<file path="config.mk">
export PLATFORM = sky130hd
export DESIGN_NAME = seg7_scan_display
export DESIGN_NICKNAME = d
export VERILOG_FILES = /design/src/rtl/seg7_scan_display.sv
export SDC_FILE = /design/constraint.sdc
export NUM_CORES = 1
export LEC_CHECK = 0
export ABC_CLOCK_PERIOD_IN_PS = 3700
export CELL_PAD_IN_SITES_DETAIL_PLACEMENT = 1
export CELL_PAD_IN_SITES_GLOBAL_PLACEMENT = 1
export CORE_ASPECT_RATIO = 1.1
export CORE_UTILIZATION = 30
export CTS_BUF_LIST = sky130_fd_sc_hd__clkbuf_4
export CTS_CLUSTER_SIZE = 24
export DETAILED_ROUTE_END_ITERATION = 6
export PLACE_DENSITY_LB_ADDON = 0.1
export SETUP_SLACK_MARGIN = 0.4
export SLEW_MARGIN = 25
export SYNTH_ARGS = -nofsm -noshare
export SYNTH_HDL_FRONTEND = slang
export SYNTH_SLANG_ARGS = --single-unit
</file>
<file path="constraint.sdc">
create_clock -name clk -period 3.7 [get_ports clk]
set_clock_uncertainty 0.05 [all_clocks]
set_input_delay 0.555 -clock clk [delete_from_list [all_inputs] [get_ports clk]]
set_output_delay 0.555 -clock clk [all_outputs]
set_load 0.1 [all_outputs]
</file>
<file path="src/rtl/seg7_scan_display.sv">
// Time-multiplexed 8-digit hex driver for a common-anode 7-segment display.
// Optional leading-zero blanking is enabled by defining LEADING_ZERO_BLANK_EN.
module seg7_scan_display #(
    parameter int unsigned CLK_DIV = 100000
) (
    input  logic        clk,
    input  logic        rst,
    input  logic        load_valid,
    output logic        load_ready,
    input  logic [31:0] load_data,
    output logic        frame_done,
    output logic [6:0]  seg,
    output logic [7:0]  ans
);

    localparam int unsigned CntW = (CLK_DIV > 2) ? $clog2(CLK_DIV) : 1;

    logic [CntW-1:0] div_cnt_q, div_cnt_d;
    logic [2:0]      digit_idx_q, digit_idx_d;
    logic [31:0]     shadow_q, shadow_d;
    logic [31:0]     pending_q, pending_d;
    logic            pending_full_q, pending_full_d;
    logic            frame_done_q, frame_done_d;
    logic [6:0]      seg_q, seg_d;
    logic [7:0]      ans_q, ans_d;

    logic       tick;
    logic       frame_bnd;
    logic       xfer;
    logic [3:0] nibble;

    function automatic logic [6:0] hex7(input logic [3:0] v);
        logic [6:0] p;
        unique case (v)
            4'h0: p = 7'h40;
            4'h1: p = 7'h79;
            4'h2: p = 7'h24;
            4'h3: p = 7'h30;
            4'h4: p = 7'h19;
            4'h5: p = 7'h12;
            4'h6: p = 7'h02;
            4'h7: p = 7'h78;
            4'h8: p = 7'h00;
            4'h9: p = 7'h10;
            4'hA: p = 7'h08;
            4'hB: p = 7'h03;
            4'hC: p = 7'h46;
            4'hD: p = 7'h21;
            4'hE: p = 7'h06;
            default: p = 7'h0E;
        endcase
        return p;
    endfunction

    assign tick       = (div_cnt_q == CntW'(CLK_DIV - 1));
    assign frame_bnd  = tick && (digit_idx_q == 3'd7);
    assign load_ready = ~pending_full_q;
    assign xfer       = load_valid && load_ready;
    assign nibble     = shadow_q[{digit_idx_q, 2'b00} +: 4];

    always_comb begin
        div_cnt_d      = tick ? '0 : div_cnt_q + CntW'(1);
        digit_idx_d    = tick ? digit_idx_q + 3'd1 : digit_idx_q;
        shadow_d       = shadow_q;
        pending_d      = pending_q;
        pending_full_d = pending_full_q;
        frame_done_d   = frame_bnd;

        if (frame_bnd && pending_full_q) begin
            shadow_d       = pending_q;
            pending_full_d = 1'b0;
        end
        // A transfer implies pending was empty, so it never collides with a commit.
        if (xfer) begin
            pending_d      = load_data;
            pending_full_d = 1'b1;
        end

        ans_d = ~(8'b1 << digit_idx_q);
        seg_d = hex7(nibble);
`ifdef LEADING_ZERO_BLANK_EN
        if ((digit_idx_q != 3'd0) && ((shadow_q >> {digit_idx_q, 2'b00}) == 32'd0)) begin
            ans_d = 8'hFF;
            seg_d = 7'h7F;
        end
`endif
    end

    always_ff @(posedge clk) begin
        if (rst) begin
            div_cnt_q      <= '0;
            digit_idx_q    <= 3'd0;
            shadow_q       <= 32'd0;
            pending_q      <= 32'd0;
            pending_full_q <= 1'b0;
            frame_done_q   <= 1'b0;
            seg_q          <= 7'h7F;
            ans_q          <= 8'hFF;
        end else begin
            div_cnt_q      <= div_cnt_d;
            digit_idx_q    <= digit_idx_d;
            shadow_q       <= shadow_d;
            pending_q      <= pending_d;
            pending_full_q <= pending_full_d;
            frame_done_q   <= frame_done_d;
            seg_q          <= seg_d;
            ans_q          <= ans_d;
        end
    end

    assign frame_done = frame_done_q;
    assign seg        = seg_q;
    assign ans        = ans_q;

endmodule
</file>
==> flow_summary.ini, run 1 <==
[outcome]
outcome = complete, no violations

[placed_design]
gp_congestion = 0.752
dp_hpwl_mm = 6.51
io_buffers = 51

[clocking]
hold_buffers = 0
clk_pin_slew_ns = 0.15
cts_setup_buffers = 0
clkLatencyLatePin_ns = 0.47
cts_buffer_depth = 2
cts.root.buffer_cell = clkbuf_4
htreeDepth = 3
cts.repair.resized = 0
clock_sinks = 101
cts_made_buffers = 9
cts_tree = done

[hold_path]
hold_class = reg -> reg
min_to = pending_q[12]
hold_depth = 2
hp-start = pending_q[12]

[synth]
yosysSeqAreaShare_pct = 48.3
async_flop_share_pct = 0
syn_inst = 441
synth_edf_count = 0
syn_nets = 488
ys.flop_type = dfxtp_1
yosysUniqueCellTypes = 46
synth_area_per_cell_sq_um = 9.50
netlist_area_sq_mm = 0.00419
yosysWarnings = 0
ys_seq_elements = 101

[final_layout]
syn_to_final_growth_pct = 17.3
most-common-layout-cells = dfxtp_1 (101), nand2_1 (80), nor2_1 (61)
drive_gt1_share_pct = 6.56
fin_util_pct = 36.6
nets = 530
layout_commonest_cell = dfxtp_1

[flow_run]
drv_cap = 0

[grt]
grt_pass1_wl_mm = 15.6
overflow = 0
grt.total_usage_pct = 14.0
grt_max_degree = 48
antenna_found_initial = 1
grt_pass1_vias = 3169

[worst_setup_path]
cp_num_cells = 2
cp-end-kind = primary output
rrSetupSlack_ns = 1.11
r2r-start = digit_idx_q[0]
r2r_end = seg[3]
critPathKind = reg -> out
critPathRequiredTime_ns = 3.09
cp_max_fo = 4
worstPathCellList = inv_1, clkdlybuf4s50_1
worstSetupStartpointType = flip-flop
critPathBufInv = 2
crit_family = buffers and inverters
max_stage_delay_ns = 1.13
reg2reg_depth = 10
critPathArrivalTime_ns = 2.12
slowest_stage = clkdlybuf4s50_1

[floorplanning]
core_area_sq_mm = 0.0134
die_w_microns = 115
die-area_sq_mm = 0.0144
pin_count = 52
fp-row-count = 44
die_h_microns = 126
initial_utilization_pct = 31.2

[route]
post_drt_wl_per_cell_microns = 13.7
antenna_left = 0
initialDrtViolationCount = 149
drt-pass1-iter-count = 4
vias = 3123
wl_mm = 9.23
viasPerCell = 4.64
drc = 0

[sta]
max_clock_freq_ghz = 0.367
post-route-period-util_pct = 73.6
rsz0062_at_grt = no
relSlewSlack_pct = 35.3
fin_tns_setup_ns = 0
whs_ns = 0.419
tightestPinTransition_ns = 0.968
hold_viol_final = 0
setup_violations = 0
period_needed_ns = 2.72
final_max_slew_viol_count = 0

[power_and_ir_drop]
ir_drop_v = 0.000172
cellPowerDensity_mw_per_mm2 = 364
p_leak_uw = 0.00181
metrics by stage:
stage / power (uW) / instance area [sq um] / setup WS (ns) / cells
after floorplan: 1250 / 4190 / 1.25 / 441
after global placement: 1310 / 4790 / 1.28 / 656
after detailed placement: 1310 / 4800 / 1.14 / 656
after CTS: 1830 / 4910 / 0.908 / 672
after global routing: 1880 / 4910 / 0.855 / 673
final: 1790 / 4910 / 0.976 / 673
sequential cells by signal (all words and copies together), names as in the netlist:
register / cells
pending_full_q: 1
pending_q: 32
digit_idx_q: 3
frame_done: 1
seg: 7
ans: 8
shadow_q: 32
div_cnt_q: 17
Yosys cell counts (2+ instances only):
library cell	n	area, sq um
clkbuf_1	13	48.8
a211oi_1	2	15.0
dfxtp_1	101	2020
nand3_1	5	25.0
and3_1	5	31.3
nor2b_1	2	12.5
xor2_1	9	78.8
inv_1	9	33.8
a21oi_1	36	180
nand4_1	4	25.0
nor2_1	61	229
mux2_2	2	22.5
nand2b_1	3	18.8
nor3b_1	2	15.0
ha_1	12	150
nor3_1	5	25.0
mux2i_1	38	380
mux4_1	5	131
xnor2_1	8	70.1
nand2_1	81	304
and4_1	3	26.3
o21ai_0	2	10.0
buf_6	8	90.1
a221o_1	3	30.0
cells by family after synthesis:
logic type / count (synthesis) / share of synthesized area, %
xor+xnor: 17 / 3.56
mux: 47 / 13.8
fa+ha+maj: 12 / 3.59
flops: 101 / 48.3
simple gates: 179 / 18.8
buf+inv: 34 / 4.84
compound gates: 51 / 7.14
routing by layer:
| metal | track usage [%] | share of wire [%] | wire length, microns |
|---|---|---|---|
| met1 | 17.1 | 48 | 4400 |
| met2 | 23.1 | 47 | 4360 |
| met3 | 4.09 | 3.4 | 314 |
| met4 | 5.04 | 1.7 | 157 |
| met5 | 0 | 0 | 0 |
final cells by class:
cell class / instances / area, sq um
fill: 1598 / 8520
sequential: 101 / 2020
multi-input combinational: 306 / 1970
timing repair buffer: 56 / 543
tap: 184 / 230
clock buffer: 10 / 75.1
clock inverter: 6 / 37.5
inverter: 9 / 33.8
antenna: 1 / 2.50
power by group:
group | internal, uW | switching (uW)
clock network | 144 | 362
registers | 1120 | 16.9
logic | 59.6 | 90.5
total | 1320 | 469
worst register-to-register path: stages (launching register included):
cell and delay [ns]:
dfxtp_1 0.38, buf_4 0.24, mux4_1 0.60, nand2_1 0.08, and2_2 0.21, inv_1 0.09
ha_1 0.20, inv_1 0.08, nor3_1 0.06, a2111oi_0 0.41, a21oi_1 0.07
worst max-delay path by stage:
stage | from | endpoint | slack [ns]
CTS | pending_full_q | load_ready | 0.91
global placement | digit_idx_q[1] | seg[3] | 1.28
global route | pending_full_q | load_ready | 0.86
detailed placement | digit_idx_q[0] | seg[3] | 1.14
floorplan | digit_idx_q[0] | seg[3] | 1.25
finish | pending_full_q | load_ready | 0.98
Power figures use the tool's default switching activity.
==> inputs of run 2 (changes only) <==
--- a/config.mk
+++ b/config.mk
@@ -5,7 +5,7 @@
 export SDC_FILE = /design/constraint.sdc
 export NUM_CORES = 1
 export LEC_CHECK = 0
-export ABC_CLOCK_PERIOD_IN_PS = 3700
+export ABC_CLOCK_PERIOD_IN_PS = 2600
 export CELL_PAD_IN_SITES_DETAIL_PLACEMENT = 1
 export CELL_PAD_IN_SITES_GLOBAL_PLACEMENT = 1
 export CORE_ASPECT_RATIO = 1.1
==> constraint.sdc (replaced) <==
create_clock -name clk -period 2.6 [get_ports clk]
set_clock_uncertainty 0.05 [all_clocks]
set_input_delay 0.39 -clock clk [delete_from_list [all_inputs] [get_ports clk]]
set_output_delay 0.39 -clock clk [all_outputs]
set_load 0.1 [all_outputs]
==> flow_summary.ini, run 2 (synthesized netlist as in run 1, its figures left out) <==
[route]
drt-pass1-iter-count = 4
wl_mm = 10.2
viasPerCell = 4.62
initialDrtViolationCount = 118
antenna_left = 0
post_drt_wl_per_cell_microns = 14.7
drc = 0
vias = 3199

[placed_design]
gp_congestion = 0.771
io_buffers = 51
dp_hpwl_mm = 6.69
dp_slack_ns = 0.240

[grt]
grt-busiest-layer = met2
overflow = 0
grt.total_usage_pct = 14.5
grt_pass1_vias = 3228
grtUsageMet1_pct = 17.7
antenna_found_initial = 1
grt_use_met3_pct = 2.84
grt_pass1_wl_mm = 16.0
grt_max_degree = 57
grt_util_met2_pct = 24.2

[power_and_ir_drop]
cellPowerDensity_mw_per_mm2 = 488
power_frac_seq_pct = 63.7
p_sw_uw = 668
switching_share_pct = 26.5
p_leak_uw = 0.00191
ir_drop_v = 0.000199
internal_power_uw = 1860
pwr-share-comb_pct = 8.7
p_clk_share_pct = 27.5

[outcome]
outcome = complete, no violations

[sta]
relSlewSlack_pct = 60.3
final_max_slew_viol_count = 0
setup_violations = 0
rsz0062_at_grt = yes
post-route-period-util_pct = 83.4
tightestPinTransition_ns = 0.595
fin_ws_ns = 0.430
max_clock_freq_ghz = 0.461
fin_tns_setup_ns = 0
hold_viol_final = 0
period_needed_ns = 2.17

[final_layout]
drive_gt1_share_pct = 16.7
top_regs = pending_q x32, shadow_q x32, div_cnt_q x17
syn_to_final_growth_pct = 23.5
nets = 550
most-common-layout-cells = dfxtp_1 (97), nand2_1 (80), nor2_1 (61)
layout_commonest_cell = dfxtp_1

[flow_run]
drv_cap = 0

[floorplanning]
die-area_sq_mm = 0.0144
die_h_microns = 126
core_area_sq_mm = 0.0134
initial_utilization_pct = 31.2
fp-row-count = 44
pin_count = 52
die_w_microns = 115

[worst_setup_path]
cp_max_fo = 3
critPathKind = reg -> reg
worstSetupStartpointType = flip-flop
critPathArrivalTime_ns = 2.49
critPathRequiredTime_ns = 2.92
cp-end-kind = flip-flop
reg2reg_depth = 9

[clocking]
hold_buffers = 0
clkLatencyLatePin_ns = 0.47
htreeDepth = 3
cts_made_buffers = 9
clk_pin_slew_ns = 0.15
cts_tree = done
cts_buffer_depth = 2
clock_sinks = 101
cts.root.buffer_cell = clkbuf_4

[hold_path]
hold_class = in -> reg
hold_depth = 2
## run 2: changes by cell type in the layout (fill, tap and decap cells not counted), sizes merged
cell,previous run,this run
inv,10,9
clkdlybuf4s50,50,33
buf,6,40
clkinv,4,6
clkbuf,10,12
## run 2: area by class of cell
| type | count | area (sq um) |
|---|---|---|
| clock buffer | 9 | 67.6 |
| inverter | 9 | 33.8 |
| fill | 1581 | 8260 |
| timing repair buffer | 76 | 764 |
| multi-input combinational | 306 | 2010 |
| antenna | 1 | 2.50 |
| sequential | 101 | 2030 |
| clock inverter | 7 | 32.5 |
| tap | 184 | 230 |
## run 2: stage by stage
step                      total power (uW)  cell area, sq um  utilization (%)  instances  hold WS [ns]
after CTS                             2580              4950             36.9        679         0.315
after global routing                  2660              5170             38.5        693         0.363
after global placement                1870              4800             35.7        657         0.396
after detailed placement              1870              4800             35.7        657         0.399
after floorplan                       1770              4190                -        441         0.386
final                                 2520              5170             38.5        693         0.355
## run 2: critical path, cell delays in order (launching register included)
cell	delay [ns]
dfxtp_4	0.39
buf_6	0.11
mux4_2	0.52
mux2i_4	0.21
inv_2	0.09
ha_4	0.17
inv_2	0.05
nor3_2	0.04
a21o_1	0.17
a221o_1	0.28
## run 2: repair_timing
item                                    in CTS  in global routing
pin swaps                                    0                  3
setup buffers                                6                  9
cloned                                       0                  4
endpoints found under the setup margin      10                 39
gates resized for setup                      2                 15
## run 2: per-layer routing
layer	routed length, microns	up-vias
li1	-	1607
met1	4760	1535
met2	4980	43
met3	258	14
met4	187	0
met5	0	-
## run 2: worst paths after layout
| kind | startpoint | to | slack, ns |
|---|---|---|---|
| max | digit_idx_q[1] | seg[6] | 0.43 |
| min | rst | shadow_q[10] | 0.35 |
| max reg2reg | digit_idx_q[1] | seg[6] | 0.43 |
| min reg2reg | div_cnt_q[0] | div_cnt_q[0] | 0.42 |
## run 2: power groups by stage
stage | Combinational, uW | Clock (uW) | Sequential, uW
final | 221 | 694 | 1610
after global routing | 242 | 800 | 1620
after CTS | 225 | 745 | 1610
after detailed placement | 224 | 0 | 1650
after global placement | 222 | 0 | 1640
after floorplan | 93.6 | 0 | 1680
